===== config.mk =====
export PLATFORM = sky130hd
export DESIGN_NAME = adder_arbiter
export DESIGN_NICKNAME = d
export VERILOG_FILES = /design/src/rtl/adder_arbiter.sv
export SDC_FILE = /design/constraint.sdc
export NUM_CORES = 1
export LEC_CHECK = 0
export CORE_AREA = 5 5 126 128
export CTS_CLUSTER_DIAMETER = 120
export DETAILED_ROUTE_END_ITERATION = 10
export DIE_AREA = 0 0 131 133
export PLACE_DENSITY = 0.82
export SYNTH_ARGS = -nofsm -noshare
export SYNTH_HDL_FRONTEND = slang
export SYNTH_SLANG_ARGS = --single-unit

===== constraint.sdc =====
create_clock -name clk -period 8.6 [get_ports clk]
set_input_delay 1.29 -clock clk [delete_from_list [all_inputs] [get_ports clk]]
set_output_delay 1.29 -clock clk [all_outputs]
set_load 0.02 [all_outputs]

===== src/rtl/adder_arbiter.sv =====
// adder_arbiter: round-robin sharing of one external W-bit adder among NREQ
// requesters. Stage 1 registers the granted operands (driving the adder),
// stage 2 registers the sum tagged with the owning requester id.
module adder_arbiter #(
    parameter  int W    = 32,
    parameter  int NREQ = 3,
    localparam int IDW  = $clog2(NREQ)
) (
    input  logic                clk,
    input  logic                rst,
    input  logic [NREQ-1:0]     req_valid,
    input  logic [NREQ*W-1:0]   req_a,
    input  logic [NREQ*W-1:0]   req_b,
    output logic [NREQ-1:0]     req_ready,
    output logic [W-1:0]        add_in1,
    output logic [W-1:0]        add_in2,
    input  logic [W-1:0]        add_sum,
    output logic                rsp_valid,
    output logic [IDW-1:0]      rsp_id,
    output logic [W-1:0]        rsp_sum,
    input  logic                rsp_ready
);

    logic           op_valid;
    logic [W-1:0]   op_a;
    logic [W-1:0]   op_b;
    logic [IDW-1:0] op_id;
    logic [IDW-1:0] ptr;

    logic           adv1;
    logic           adv2;
    logic           gnt_found;
    logic [IDW-1:0] gnt_idx;
    logic [IDW:0]   cand;
    logic           grant;

    assign adv2    = ~rsp_valid | rsp_ready;
    assign adv1    = ~op_valid | adv2;
    assign grant   = adv1 & gnt_found & ~rst;
    assign add_in1 = op_a;
    assign add_in2 = op_b;

    // Rotating priority search: first valid requester starting at ptr, wrapping at NREQ.
    always_comb begin
        gnt_found = 1'b0;
        gnt_idx   = '0;
        cand      = '0;
        for (int unsigned k = 0; k < NREQ; k++) begin
            cand = {1'b0, ptr} + (IDW+1)'(k);
            if (cand >= (IDW+1)'(NREQ)) begin
                cand = cand - (IDW+1)'(NREQ);
            end
            if (!gnt_found && req_valid[cand[IDW-1:0]]) begin
                gnt_found = 1'b1;
                gnt_idx   = cand[IDW-1:0];
            end
        end
    end

    // One-hot grant, only when stage 1 can accept.
    always_comb begin
        req_ready = '0;
        if (grant) begin
            req_ready[gnt_idx] = 1'b1;
        end
    end

    // Stage 1: capture granted operands and advance the round-robin pointer.
    always_ff @(posedge clk or posedge rst) begin
        if (rst) begin
            op_valid <= 1'b0;
            op_a     <= '0;
            op_b     <= '0;
            op_id    <= '0;
            ptr      <= '0;
        end else if (adv1) begin
            if (grant) begin
                op_valid <= 1'b1;
                op_a     <= req_a[int'(gnt_idx)*W +: W];
                op_b     <= req_b[int'(gnt_idx)*W +: W];
                op_id    <= gnt_idx;
                ptr      <= (gnt_idx == IDW'(NREQ-1)) ? '0 : gnt_idx + 1'b1;
            end else begin
                op_valid <= 1'b0;
            end
        end
    end

    // Stage 2: register the adder result; hold it while the consumer stalls.
    always_ff @(posedge clk or posedge rst) begin
        if (rst) begin
            rsp_valid <= 1'b0;
            rsp_sum   <= '0;
            rsp_id    <= '0;
        end else if (adv2) begin
            if (op_valid) begin
                rsp_valid <= 1'b1;
                rsp_sum   <= add_sum;
                rsp_id    <= op_id;
            end else begin
                rsp_valid <= 1'b0;
            end
        end
    end

endmodule


==> results of run 1 <==
-- routing by layer --
metal / up-vias / GRT usage / part of all wire
met5: - / 0 / 0
met4: 0 / 0.0960 / 0.033
met3: 46 / 0.0642 / 0.078
met2: 250 / 0.380 / 0.51
met1: 2625 / 0.275 / 0.38
li1: 2538 / - / -
-- worst max path at each step --
stage,startpoint,to,slack [ps],cells past startpoint
6_report,req_valid[1],req_ready[0],2590,9
5_1_grt,req_valid[2],req_ready[0],2410,9
4_1_cts,req_valid[1],req_ready[0],2610,9
3_5_place_dp,req_valid[1],req_ready[0],2620,9
3_3_place_gp,req_valid[1],req_ready[0],2740,9
2_1_floorplan,req_valid[2],req_ready[0],4530,8
-- area by class of cell --
class / instances / area, um^2 / area share
clock buffer: 9 / 225 / 0.0244
clock inverter: 7 / 85.1 / 0.00923
inverter: 32 / 123 / 0.0133
multi-input combinational: 350 / 2570 / 0.279
sequential: 104 / 2600 / 0.282
tap: 188 / 235 / 0.0255
timing repair buffer: 340 / 3380 / 0.367
-- per-stage QoR --
step | setup WS [ps] | instances
after global placement | 2740 | 1014
after floorplan | 4530 | 534
after detailed placement | 2620 | 1014
final | 2590 | 1030
after CTS | 2610 | 1030
after global routing | 2410 | 1030
-- flip-flops by register name, indices dropped and copies added, names as in the netlist --
register and cells:
add_in1 32, add_in2 32, rsp_sum 32, op_id 2
ptr 2, rsp_id 2, op_valid 1, rsp_valid 1
-- cell usage after synthesis, drive strengths merged --
cell type / instances / share of area
o221a: 1 / 0.0021
o22a: 1 / 0.0016
a31oi: 8 / 0.0091
mux2: 35 / 0.072
mux2i: 39 / 0.071
inv: 32 / 0.022
nor3: 2 / 0.0027
o22ai: 35 / 0.040
nand2b: 3 / 0.0034
nand3b: 3 / 0.0041
o41ai: 1 / 0.0016
nor2: 49 / 0.034
a32oi: 1 / 0.0016
a2bb2oi: 7 / 0.011
nand2: 28 / 0.020
and2: 2 / 0.0023
o221ai: 25 / 0.063
dfrtp: 104 / 0.47
a21o: 2 / 0.0027
clkbuf: 21 / 0.015
nand3: 15 / 0.014
or3: 2 / 0.0023
o21ai: 4 / 0.0036
buf: 27 / 0.027
a21oi: 35 / 0.032
o21a: 1 / 0.0014
a22oi: 23 / 0.031
ha: 4 / 0.0091
nor2b: 1 / 0.0011
and3: 23 / 0.026
-- power groups by stage --
stage / registers [uW] / logic [uW] / clock network [uW]
final: 880 / 2290 / 435
after global routing: 913 / 2460 / 461
after CTS: 881 / 2310 / 444
after detailed placement: 885 / 2300 / 0
after global placement: 876 / 2260 / 0
after floorplan: 1160 / 1130 / 0
-- critical path: stages --
cell	delay [ps]
clkdlybuf4s50_1	600
mux2i_1	180
mux2_4	350
o221ai_2	60
buf_4	320
and2_1	410
nand2_2	540
nor2_1	270
clkdlybuf4s50_1	640
-- kinds of logic (layout without fill, tap and decap cells) --
family | after synthesis | after routing | synth area share
AOI/OAI and AO/OA | 144 | 144 | 0.201
adders and majority gates | 4 | 4 | 0.00912
buffers and inverters | 80 | 388 | 0.0634
DFF | 104 | 104 | 0.474
muxes | 74 | 74 | 0.144
and+or+nand+nor | 128 | 128 | 0.109
==> reports/results.tsv, run 1 <==
stage	metric	value	unit
finish	nFillCells	1228	
finish	final_cell_area	9220	um^2
min_path	hold_end	op_id[0]$_DFFE_PP0P_	
grt	grt_pass1_vias	5530	
timing	finalHoldViolations	0	
floorplanning	placementRows	45	
power	p_switching	1590	uW
timing	timing.setup.tns	0	ps
timing	drv_slew	0	
worst_setup_path	rr_endpoint	add_in1[12]$_DFFE_PP0P_	
drt	route.detailed.drc	0	
floorplanning	coreArea	14800	um^2
power	p_seq_frac	0.244	
finish	drive_above_1_share	0.106	
power	pwr-share-comb	0.636	
power	irDropWorstVdd	250	uV
cts	cts_setup_buffers	0	
power	p_leak	0.00392	uW
power	power.density	391	nW/um^2
cts	cts.clk_slew.worst_paths	70	ps
finish	final_util	0.625	
placement	gp_congestion	0.831	
yosys	synth_warnings	0	
cts	clk_latency	350	ps
worst_setup_path	end_kind	output pin	
cts	cts_buffers	9	
power	power_frac_clock	0.120	
cts	post_cts_resized	0	
grt	grt_max_degree	83	
grt	antenna_found_initial	0	
yosys	yosysSeqAreaShare	0.474	
power	internal_power	2020	uW
floorplanning	dieArea	17400	um^2
cts	cts_root_buffer	clkbuf_16	
finish	area_growth	68.0	%
yosys	synth_area	5490	um^2
floorplanning	die_w	131	um
finish	num_antenna_cells	0	
job	cap_viol_max_count	0	
worst_setup_path	required	7310	ps
run_status	status	completed	
power	switching_share	0.440	
cts	cts_num_sinks	104	
drt	detail-route-antenna-nets	0	
grt	grt_use_total	0.229	
yosys	synth_nets	768	
power	power	3610	uW
worst_setup_path	r2r_start	ptr[1]$_DFFE_PP0P_	
yosys	ys_types	39	
cts	cts_buffer_depth	2	
placement	port_buffers	331	
timing	fmax	166	MHz
yosys	ys_ff_latch	104	
floorplanning	initial_utilization	0.372	
drt	vias_per_cell	5.30	
timing	finalCritPeriodShare	0.699	
timing	worst_slew_pin_slew	1020	ps
worst_setup_path	startpoint_type	input pin	
drt	drt_wl_total	20400	um
timing	fin_hold_ws	482	ps
worst_setup_path	arrival	4720	ps
finish	mostFrequentLayoutCells	clkdlybuf4s50_1 (331), dfrtp_1 (104), nor2_1 (49), mux2i_1 (39)	
min_path	hp-start	op_id[0]$_DFFE_PP0P_	
timing	rsz0062_at_grt	false	
placement	dp_hpwl	15200	um
yosys	synthCells	534	
worst_setup_path	critPathKind	in -> out	
worst_setup_path	ff2ff_setup_slack	5250	ps
cts	h-tree-depth	3	
timing	finalCriticalPeriod	6010	ps
drt	vias	5459	
drt	firstDrtPassIters	5	
floorplanning	io_pins	332	
floorplanning	die_h	133	um
finish	layout_commonest_cell	clkdlybuf4s50_1	
min_path	hp-class	reg -> reg	
placement	postPlaceCellArea	8910	um^2
drt	routedWlPerCell	19.8	um
cts	cts.hold.buffers_added	0	
drt	drt_iter0_drc	365	
grt	overflow	0	
timing	fin_skew	7.62	ps
worst_setup_path	critPathMaxFanout	36	
cts	cts_tree	yes	
finish	fin_nets	1071	
timing	finalSetupViolCount	0	
grt	grt_pass1_wl	30800	um
min_path	min_path_cells	1	
timing	slew_headroom	0.322	
worst_setup_path	r2r_cells	8	
yosys	synth.avg_cell_area	10.3	um^2
Power figures use the tool's default switching activity.
==> run 2: changes to the inputs <==
- CORE_AREA: 5 5 126 128 -> 5 5 134 136
- DIE_AREA: 0 0 131 133 -> 0 0 139 141
- PLACE_DENSITY: 0.82 -> 0.77
- clock period: 8.6 -> 5.31 ns (I/O delays scaled with it)
==> run 2 against run 1 <==
  * Setup slack got worse by 1700 ps
  * Hold slack got worse by 6.2 ps
  * Core utilization is 7.3 points lower
  * First-iteration DRC count up 0.27%
  * Final cell count up 3.7%
  * Sequential share of layout area decreased by 0.21 points
  * Register-to-register slack got worse by 3300 ps
  * Global-route usage shrank 3.2 points
  * Critical path depth did not move
  * Via count decreased by 2.0%
==> reports/results.tsv, run 2 (synthesis gave the netlist of run 1 again) <==
stage	metric	value	unit	change
cts	cts_tree	yes		
cts	cts.hold.buffers_added	0		unchanged
timing	timing.setup.tns	0	ps	unchanged
grt	grt_max_degree	73		-12%
power	irDropWorstVdd	397	uV	+58%
grt	grt_use_total	0.197		-0.0316
worst_setup_path	startpoint_type	input pin		
worst_setup_path	critPathBufInv	3		unchanged
drt	route.detailed.drc	0		unchanged
cts	clk_latency	350	ps	about the same
min_path	hp-class	reg -> reg		
timing	finalSetupViolCount	0		unchanged
floorplanning	die_w	139	um	+6.1%
drt	detail-route-antenna-nets	0		unchanged
floorplanning	dieArea	19600	um^2	+12%
timing	slew_headroom	0.336		+0.0137
drt	vias_per_cell	5.01		-5.5%
worst_setup_path	end_kind	output pin		
drt	firstDrtPassIters	5		unchanged
cts	h-tree-depth	3		unchanged
drt	routedWlPerCell	18.5	um	-6.5%
floorplanning	placementRows	48		+6.7%
cts	post_cts_resized	0		unchanged
finish	mostFrequentLayoutCells	clkdlybuf4s50_1 (331), dfrtp_1 (104), nor2_1 (49), mux2i_1 (39)		
placement	gp_congestion	0.880		+5.8%
grt	overflow	0		unchanged
worst_setup_path	critPathSlowestCell	clkdlybuf4s50_1		
placement	port_buffers	331		unchanged
worst_setup_path	cp_cell_sequence	clkdlybuf4s50_1 > mux2i_1 > mux2_4 > o221ai_2 > buf_4 > and2_1 > nand2_2 > nor2_1 > clkdlybuf4s50_1		
drt	vias	5351		-2.0%
timing	finalHoldViolations	0		unchanged
power	p_leak	0.00392	uW	+0.15%
timing	finalCriticalPeriod	4430	ps	
cts	cts_buffers	9		unchanged
timing	finalCritPeriodShare	0.834		
run_status	status	completed		
cts	cts_root_buffer	clkbuf_16		
timing	worst_slew_pin_slew	997	ps	-20.5 ps
finish	area_growth	69.2	%	
power	power.density	628	nW/um^2	+60%
floorplanning	io_pins	332		unchanged
floorplanning	die_h	141	um	+6.0%
worst_setup_path	required	4510	ps	-2800 ps
finish	fin_nets	1072		+0.093%
timing	drv_slew	0		unchanged
floorplanning	coreArea	16800	um^2	+14%
worst_setup_path	critPathMaxFanout	32		-11%
placement	postPlaceCellArea	8960	um^2	+0.60%
placement	dp_hpwl	14900	um	-2.4%
worst_setup_path	path_common_cell	clkdlybuf4s50_1		
worst_setup_path	cp_slowest_stage_delay	620	ps	-20 ps
finish	num_antenna_cells	0		unchanged
grt	grt_pass1_wl	30800	um	-0.16%
finish	final_cell_area	9290	um^2	+0.73%
worst_setup_path	critPathKind	in -> out		
cts	cts_buffer_depth	2		unchanged
cts	cts_num_sinks	104		unchanged
drt	drt_iter0_drc	366		+0.27%
drt	drt_wl_total	19800	um	-3.0%
floorplanning	initial_utilization	0.326		-0.0457
timing	fin_skew	9.79	ps	+2.17 ps
cts	cts.clk_slew.worst_paths	70	ps	about the same
job	cap_viol_max_count	0		unchanged
finish	layout_commonest_cell	clkdlybuf4s50_1		
finish	drive_above_1_share	0.107		+0.00106
worst_setup_path	arrival	3630	ps	-1090 ps
grt	grt_pass1_vias	5530		unchanged
cts	cts_setup_buffers	0		unchanged
grt	antenna_found_initial	0		unchanged
timing	fmax	226	MHz	
worst_setup_path	cp_top_family	buffers and inverters		
timing	rsz0062_at_grt	false		
[run 2: cell count changes in the layout (fill, tap and decap cells not counted), sizes merged]
cell / change
clkinv: -1
clkinvlp: +1
buf: +1
[run 2: path summary, 6_finish.rpt]
kind	startpoint	endpoint	depth (start not counted)	slack, ps
max in group asynchronous	rst	rsp_sum[10]$_DFFE_PP0P_	3	3140
max	req_valid[1]	req_ready[0]	9	880
min reg2reg	op_id[0]$_DFFE_PP0P_	op_id[0]$_DFFE_PP0P_	1	480
max reg2reg	ptr[1]$_DFFE_PP0P_	add_in1[15]$_DFFE_PP0P_	9	1950
min	op_id[0]$_DFFE_PP0P_	op_id[0]$_DFFE_PP0P_	1	480
min in group asynchronous	rst	rsp_sum[31]$_DFFE_PP0P_	2	1140
[run 2: layer usage]
metal,track usage,part of all wire
met1,0.244,0.40
met5,0,0
met4,0.0551,0.019
met2,0.337,0.51
met3,0.0583,0.074
[run 2: cell type report]
class / count / area (um^2)
fillers: 1476 / 7530
repair buffers: 341 / 3390
flip-flops and latches: 104 / 2600
multi-input cells: 350 / 2570
well taps: 225 / 282
clock buffers: 9 / 225
inverters: 32 / 123
clock inverters: 7 / 98.8
[run 2: power by group]
group          switching, uW  internal, uW  leakage [uW]
combinational           2000          1690       0.00255
clock                    336           381      0.000154
sequential               211          1210       0.00122
[run 2: per-stage QoR]
stage	hold WS [ps]	std cells	utilization	power [uW]	setup WS (ps)
global route	503	1068	0.552	6230	677
floorplan	445	534	-	3710	1780
CTS	483	1068	0.552	5890	877
global placement	462	1052	0.533	5100	917
finish	476	1068	0.552	5830	879
detailed placement	466	1052	0.533	5150	880
